## src/rtl/tdc_edge_gen_pkg.sv

```systemverilog
// -----------------------------------------------------------------------------
// tdc_edge_gen_pkg
// Shared definitions for the TDC start/stop edge generator and its readout
// counterpart: default field widths, the generator state encoding and a small
// width helper.
// -----------------------------------------------------------------------------
package tdc_edge_gen_pkg;

    // Default widths of the delay, gap and repeat configuration fields.
    localparam int DLY_W_DEF = 8;
    localparam int GAP_W_DEF = 8;
    localparam int RPT_W_DEF = 4;

    // Generator phases.
    typedef enum logic [1:0] {
        ST_IDLE     = 2'd0,
        ST_HI_START = 2'd1,
        ST_HI_BOTH  = 2'd2,
        ST_GAP      = 2'd3
    } gen_state_t;

    // The phase timer must hold either a delay or a gap reload value.
    function automatic int max_w(input int a, input int b);
        return (a > b) ? a : b;
    endfunction

endpackage

```

## src/rtl/tdc_gen_timer.sv

```systemverilog
// -----------------------------------------------------------------------------
// tdc_gen_timer
// Loadable down-counter with a zero flag. Shared by the HI_START and GAP
// phases of the edge generator: it is loaded with (length - 1) on entry to a
// phase and the phase ends in the cycle the counter reads zero.
//
// Ports
//   clk       in   1   system clock
//   rst_n     in   1   asynchronous active-low reset
//   load      in   1   load count_reg with load_val (has priority over dec)
//   load_val  in   W   reload value
//   dec       in   1   decrement; saturates at zero, never wraps
//   zero      out  1   count_reg is zero
// -----------------------------------------------------------------------------
module tdc_gen_timer #(
    parameter int W = 8
) (
    input  logic         clk,
    input  logic         rst_n,
    input  logic         load,
    input  logic [W-1:0] load_val,
    input  logic         dec,
    output logic         zero
);

    logic [W-1:0] count_reg;

    always_ff @(posedge clk or negedge rst_n) begin
        if (!rst_n) begin
            count_reg <= '0;
        end else if (load) begin
            count_reg <= load_val;
        end else if (dec && (count_reg != '0)) begin
            count_reg <= count_reg - W'(1);
        end
    end

    assign zero = (count_reg == '0);

endmodule

```

## src/rtl/tdc_edge_gen.sv

```systemverilog
// -----------------------------------------------------------------------------
// tdc_edge_gen
// Digital stimulus source for the TDC. On a trigger rising edge it emits a
// burst of repeat_i+1 START/STOP rising-edge pairs. STOP rises delay_i cycles
// after START; both fall together one cycle after STOP rises, then stay low
// for max(gap_i,1) cycles before the next pair.
//
// Ports
//   clk         in   1        system clock
//   rst_n       in   1        asynchronous active-low reset
//   ena         in   1        tile enable; low forces an abort
//   trig_i      in   1        burst request (rising edge while idle)
//   abort_i     in   1        synchronous abort, highest priority
//   delay_i     in   DLY_W    START->STOP separation in cycles
//   gap_i       in   GAP_W    low time between pairs (0 behaves as 1)
//   repeat_i    in   RPT_W    pairs per burst minus one
//   start_o     out  1        START edge, straight from a flop
//   stop_o      out  1        STOP edge, straight from a flop
//   busy_o      out  1        burst in progress
//   done_o      out  1        one-cycle pulse on normal burst completion
//   pair_cnt_o  out  RPT_W+1  pairs completed since the last accept
// -----------------------------------------------------------------------------
module tdc_edge_gen
    import tdc_edge_gen_pkg::*;
#(
    parameter int DLY_W = DLY_W_DEF,
    parameter int GAP_W = GAP_W_DEF,
    parameter int RPT_W = RPT_W_DEF
) (
    input  logic             clk,
    input  logic             rst_n,
    input  logic             ena,
    input  logic             trig_i,
    input  logic             abort_i,
    input  logic [DLY_W-1:0] delay_i,
    input  logic [GAP_W-1:0] gap_i,
    input  logic [RPT_W-1:0] repeat_i,
    output logic             start_o,
    output logic             stop_o,
    output logic             busy_o,
    output logic             done_o,
    output logic [RPT_W:0]   pair_cnt_o
);

    localparam int TMR_W = max_w(DLY_W, GAP_W);

    gen_state_t       state_reg, state_next;
    logic             trig_q_reg;
    logic [DLY_W-1:0] dly_reg;
    logic [GAP_W-1:0] gap_reg;
    logic [RPT_W-1:0] rpt_reg;
    logic [RPT_W:0]   pair_cnt_reg;
    logic             start_reg, stop_reg, busy_reg, done_reg;

    logic             abort_any;
    logic             accept;
    logic             last_pair;
    logic [GAP_W-1:0] gap_eff;
    logic [TMR_W-1:0] dly_in_m1, dly_m1, gap_m1;

    logic             tmr_load, tmr_dec, tmr_zero;
    logic [TMR_W-1:0] tmr_load_val;

    assign abort_any = abort_i | ~ena;
    assign accept    = (state_reg == ST_IDLE) & ~abort_any & trig_i & ~trig_q_reg;
    assign gap_eff   = (gap_i == '0) ? GAP_W'(1) : gap_i;

    // Timer reload values. The delay-1 forms are only used when the delay is
    // non-zero, and the latched gap is always at least 1, so none underflow.
    assign dly_in_m1 = TMR_W'(delay_i) - TMR_W'(1);
    assign dly_m1    = TMR_W'(dly_reg) - TMR_W'(1);
    assign gap_m1    = TMR_W'(gap_reg) - TMR_W'(1);

    // pair_cnt_reg still holds the count before the current HI_BOTH.
    assign last_pair = (pair_cnt_reg == {1'b0, rpt_reg});

    tdc_gen_timer #(
        .W(TMR_W)
    ) u_timer (
        .clk      (clk),
        .rst_n    (rst_n),
        .load     (tmr_load),
        .load_val (tmr_load_val),
        .dec      (tmr_dec),
        .zero     (tmr_zero)
    );

    // Next-state decode.
    always_comb begin
        state_next   = state_reg;
        tmr_load     = 1'b0;
        tmr_load_val = '0;
        tmr_dec      = 1'b0;

        if (abort_any) begin
            state_next = ST_IDLE;
        end else begin
            case (state_reg)
                ST_IDLE: begin
                    if (accept) begin
                        if (delay_i == '0) begin
                            state_next = ST_HI_BOTH;
                        end else begin
                            state_next   = ST_HI_START;
                            tmr_load     = 1'b1;
                            tmr_load_val = dly_in_m1;
                        end
                    end
                end
                ST_HI_START: begin
                    if (tmr_zero) begin
                        state_next = ST_HI_BOTH;
                    end else begin
                        tmr_dec = 1'b1;
                    end
                end
                ST_HI_BOTH: begin
                    if (last_pair) begin
                        state_next = ST_IDLE;
                    end else begin
                        state_next   = ST_GAP;
                        tmr_load     = 1'b1;
                        tmr_load_val = gap_m1;
                    end
                end
                ST_GAP: begin
                    if (tmr_zero) begin
                        if (dly_reg == '0) begin
                            state_next = ST_HI_BOTH;
                        end else begin
                            state_next   = ST_HI_START;
                            tmr_load     = 1'b1;
                            tmr_load_val = dly_m1;
                        end
                    end else begin
                        tmr_dec = 1'b1;
                    end
                end
                default: state_next = ST_IDLE;
            endcase
        end
    end

    // State, configuration and output flops. The outputs are decoded from
    // state_next so that each one comes straight off its own flop and carries
    // no combinational glitches into the TDC delay line.
    always_ff @(posedge clk or negedge rst_n) begin
        if (!rst_n) begin
            state_reg    <= ST_IDLE;
            trig_q_reg   <= 1'b1;   // a trigger already high at release is not an edge
            dly_reg      <= '0;
            gap_reg      <= GAP_W'(1);
            rpt_reg      <= '0;
            pair_cnt_reg <= '0;
            start_reg    <= 1'b0;
            stop_reg     <= 1'b0;
            busy_reg     <= 1'b0;
            done_reg     <= 1'b0;
        end else begin
            state_reg  <= state_next;
            trig_q_reg <= trig_i;
            start_reg  <= (state_next == ST_HI_START) || (state_next == ST_HI_BOTH);
            stop_reg   <= (state_next == ST_HI_BOTH);
            busy_reg   <= (state_next != ST_IDLE);
            done_reg   <= (state_reg == ST_HI_BOTH) && last_pair && !abort_any;

            if (accept) begin
                dly_reg      <= delay_i;
                gap_reg      <= gap_eff;
                rpt_reg      <= repeat_i;
                pair_cnt_reg <= '0;
            end else if (state_reg == ST_HI_BOTH) begin
                // A pair whose STOP edge was emitted counts even if aborted now.
                pair_cnt_reg <= pair_cnt_reg + (RPT_W+1)'(1);
            end
        end
    end

    assign start_o    = start_reg;
    assign stop_o     = stop_reg;
    assign busy_o     = busy_reg;
    assign done_o     = done_reg;
    assign pair_cnt_o = pair_cnt_reg;

endmodule
```

## config.mk

```make
export PLATFORM = sky130hd
export DESIGN_NAME = tdc_edge_gen
export DESIGN_NICKNAME = d
export VERILOG_FILES = /design/src/rtl/tdc_edge_gen_pkg.sv /design/src/rtl/tdc_gen_timer.sv /design/src/rtl/tdc_edge_gen.sv
export SDC_FILE = /design/constraint.sdc
export NUM_CORES = 1
export LEC_CHECK = 0
export CORE_UTILIZATION = 55
export DETAILED_ROUTE_END_ITERATION = 16
export PLACE_DENSITY = 0.8
export RECOVER_POWER = 25
export SYNTH_ARGS = -nofsm -noshare
export SYNTH_HDL_FRONTEND = slang
export SYNTH_SLANG_ARGS = --single-unit
```

## constraint.sdc

```tcl
create_clock -name clk -period 2.72 [get_ports clk]
set_input_delay 0.544 -clock clk [delete_from_list [all_inputs] [get_ports clk]]
set_output_delay 0.544 -clock clk [all_outputs]
set_load 0.02 [all_outputs]
```

==> flow_summary.json <==
{
  "reg2reg_to": "u_timer.count_reg[5]",
  "hold_depth": 2,
  "viasPerCell": 5.84,
  "finalClockSkew_ns": 0.00745,
  "clock_path_buffers": 2,
  "grt_pass1_vias": 2029,
  "synthXorXnorAreaFrac_pct": 8.31,
  "regToRegStartpoint": "dly_reg[2]",
  "drt_wl_total_um": 5610,
  "first_pass_iters": 4,
  "ios": 34,
  "critPathMaxFanout": 4,
  "yosys_warnings": 0,
  "yosysUniqueCellTypes": 50,
  "p_sw_w": 0.000550,
  "tightest_slew_ns": 2.07,
  "synth-seq-cells": 40,
  "synth_edf_count": 0,
  "p_leak_nw": 1.33,
  "rr_worst_depth": 6,
  "clkSinkCount": 40,
  "synth-compound-area-share_pct": 13.3,
  "cts_buffers": 5,
  "yosys.area_share.simple_pct": 25.7,
  "coreArea_um2": 4120,
  "hold_slack_ns": 0.511,
  "postCtsSetupRepairBufs": 0,
  "syn_to_final_growth_pct": 23.6,
  "ctsResizeCount": 0,
  "p_int_w": 0.00123,
  "cts_root_buf": "clkbuf_8",
  "synth_top_area_share_pct": 39.2,
  "port-buffer-count": 33,
  "avgSynthCellArea_um2": 9.01,
  "drive_above_1_share_pct": 10.4,
  "clkPwrFrac_pct": 29.8,
  "fmax_mhz": 390,
  "cts_tree": "done",
  "dp_hpwl_um": 4120,
  "hold_class": "flip-flop to flip-flop",
  "swShare_pct": 30.9,
  "synth_nets": 304,
  "drc": 0,
  "cp-end-kind": "flip-flop",
  "grt_pass1_wl_um": 9360,
  "rrSetupSlack_ns": 0.38,
  "nets": 350,
  "power_density_nw_per_um2": 595,
  "die_h_um": 68.4,
  "final_cell_mix": "nand2_1, dfrtp_1, clkdlybuf4s50_1",
  "min_from": "rpt_reg[3]",
  "yosys.area.top_type": "dfrtp_1",
  "synth_mux_area_share_pct": 2.53,
  "die_w_um": 68.4,
  "synthArstFlopShare_pct": 100,
  "track_usage_pct": 27.5,
  "grt_max_degree": 41,
  "initial_core_util_pct": 58.9,
  "comb_power_share_pct": 25.3,
  "criticalPathCategory": "input pin to flip-flop",
  "ys_seq_area_share_pct": 41.4,
  "relSlewSlack_pct": -38.1,
  "synth_top_family_by_area": "simple AND/OR/NAND/NOR gates",
  "vias": 2137,
  "netlist_instances": 269,
  "finalSetupViolCount": 0,
  "arrival_ns": 2.75,
  "clock_latency_ns": 0.29,
  "finalPower_w": 0.00178,
  "std_cell_rows": 23,
  "ant_nets": 0,
  "min_period_ns": 2.56,
  "cts_hold_buf": 0,
  "final_max_slew_viol_count": 41,
  "routabilityCongestion": 0.891,
  "synthAdderAreaFrac_pct": 5.16,
  "antenna_found_initial": 0,
  "status": "finished with violations",
  "syn-cell-area_um2": 2420,
  "n_antenna_cell": 0,
  "grt_overflow_total": 0,
  "clkTransAtPathRegs_ns": 0.08,
  "hold_viol_final": 0,
  "rsz0062_at_grt": "false",
  "pwr-share-seq_pct": 44.9,
  "layout_commonest_cell": "nand2_1",
  "htreeDepth": 2,
  "die-area_um2": 4680,
  "drt_iter0_drc": 220,
  "maxCapViolations": 1,
  "period_share_pct": 94.2,
  "vdd.ir_drop.worst_mv": 0.306,
  "cp.required_ns": 2.91,
  "min_to": "rpt_reg[3]",
  "wl_per_cell_um": 15.3,
  "violations": "capacitance limit, slew limit",
  "critPathLaunchType": "input pin",
  "synth_ff_type": "dfrtp_1",
  "synth_area_leaders": "dfrtp_1, nand2_1, ha_1, xnor2_1, xor2_1"
}
kinds of logic after synthesis:
| logic type | Yosys count |
|---|---|
| adders and majority gates | 10 |
| buffers and inverters | 20 |
| muxes | 6 |
| AOI/OAI and AO/OA | 44 |
| xor gates and xnor gates | 23 |
| and+or+nand+nor | 126 |
| DFF | 40 |
layer usage:
metal | part of all wire [%] | up-vias | global-route usage, %
met1 | 47 | 1019 | 37.9
met5 | 0 | - | 0
met3 | 5.5 | 12 | 4.83
met4 | 1.9 | 0 | 9.11
met2 | 45 | 81 | 43.4
li1 | - | 1025 | -
synthesized netlist by cell type, types with 2 or more instances:
cell type and count:
nor3_1 5, a22o_1 2, a222oi_1 3, ha_1 10, nand2_1 60, nand4_1 2
dfstp_2 2, nand3_1 3, nand2b_1 6, o221ai_1 2, or3_1 3, and2_1 2
dfrtp_1 38, nor4b_1 2, nor2_1 20, clkbuf_1 4, o21ai_0 16, inv_1 13
o31ai_1 2, xor2_1 11, o22ai_1 3, nor4_1 6, a21oi_1 6, or4_1 3
xnor2_1 12, a31oi_1 2, mux2i_1 5, and2b_1 2, and3_1 3
worst max-delay path by stage:
stage | from | end | slack [ns]
after floorplan | delay_i[3] | start_o | 0.56
after global placement | delay_i[0] | u_timer.count_reg[5] | 0.002
after detailed placement | delay_i[0] | u_timer.count_reg[4] | -0.04
after CTS | delay_i[0] | u_timer.count_reg[4] | 0.26
after global routing | delay_i[1] | u_timer.count_reg[4] | 0.06
final | delay_i[3] | u_timer.count_reg[5] | 0.16
final cells by class:
cell class	instances	area, um^2
Multi-Input combinational cell	209	1330
Fill cell	328	1120
Sequential cell	40	1000
Timing Repair Buffer	46	422
Clock buffer	7	96.3
Tap cell	50	62.6
Inverter	13	48.8
Clock inverter	1	30.0
worst max-delay path: stages:
cell	delay [ns]
clkdlybuf4s50_1	0.42
or4_4	0.57
nor3_4	0.25
nor2_1	0.10
a222oi_1	0.47
mux2i_1	0.17
a22o_2	0.23
per-stage QoR:
step	utilization, %	worst slack (ns)	setup TNS, ns	instances	area, um^2
after floorplan	-	0.557	0	269	2420
after global placement	69.8	0.00200	0	358	2870
after detailed placement	69.8	-0.0390	-0.129	358	2870
after CTS	72.8	0.257	0	366	3000
after global routing	72.8	0.0613	0	366	3000
final	72.8	0.157	0	366	3000
power by group through the flow:
stage               registers (W)  logic (W)  clock network (W)
finish                   0.000800   0.000451           0.000531
global route             0.000814   0.000510           0.000561
CTS                      0.000798   0.000451           0.000538
detailed placement       0.000809   0.000445                  0
global placement         0.000803   0.000434                  0
floorplan                0.000787   0.000296                  0
Power figures use the tool's default switching activity.
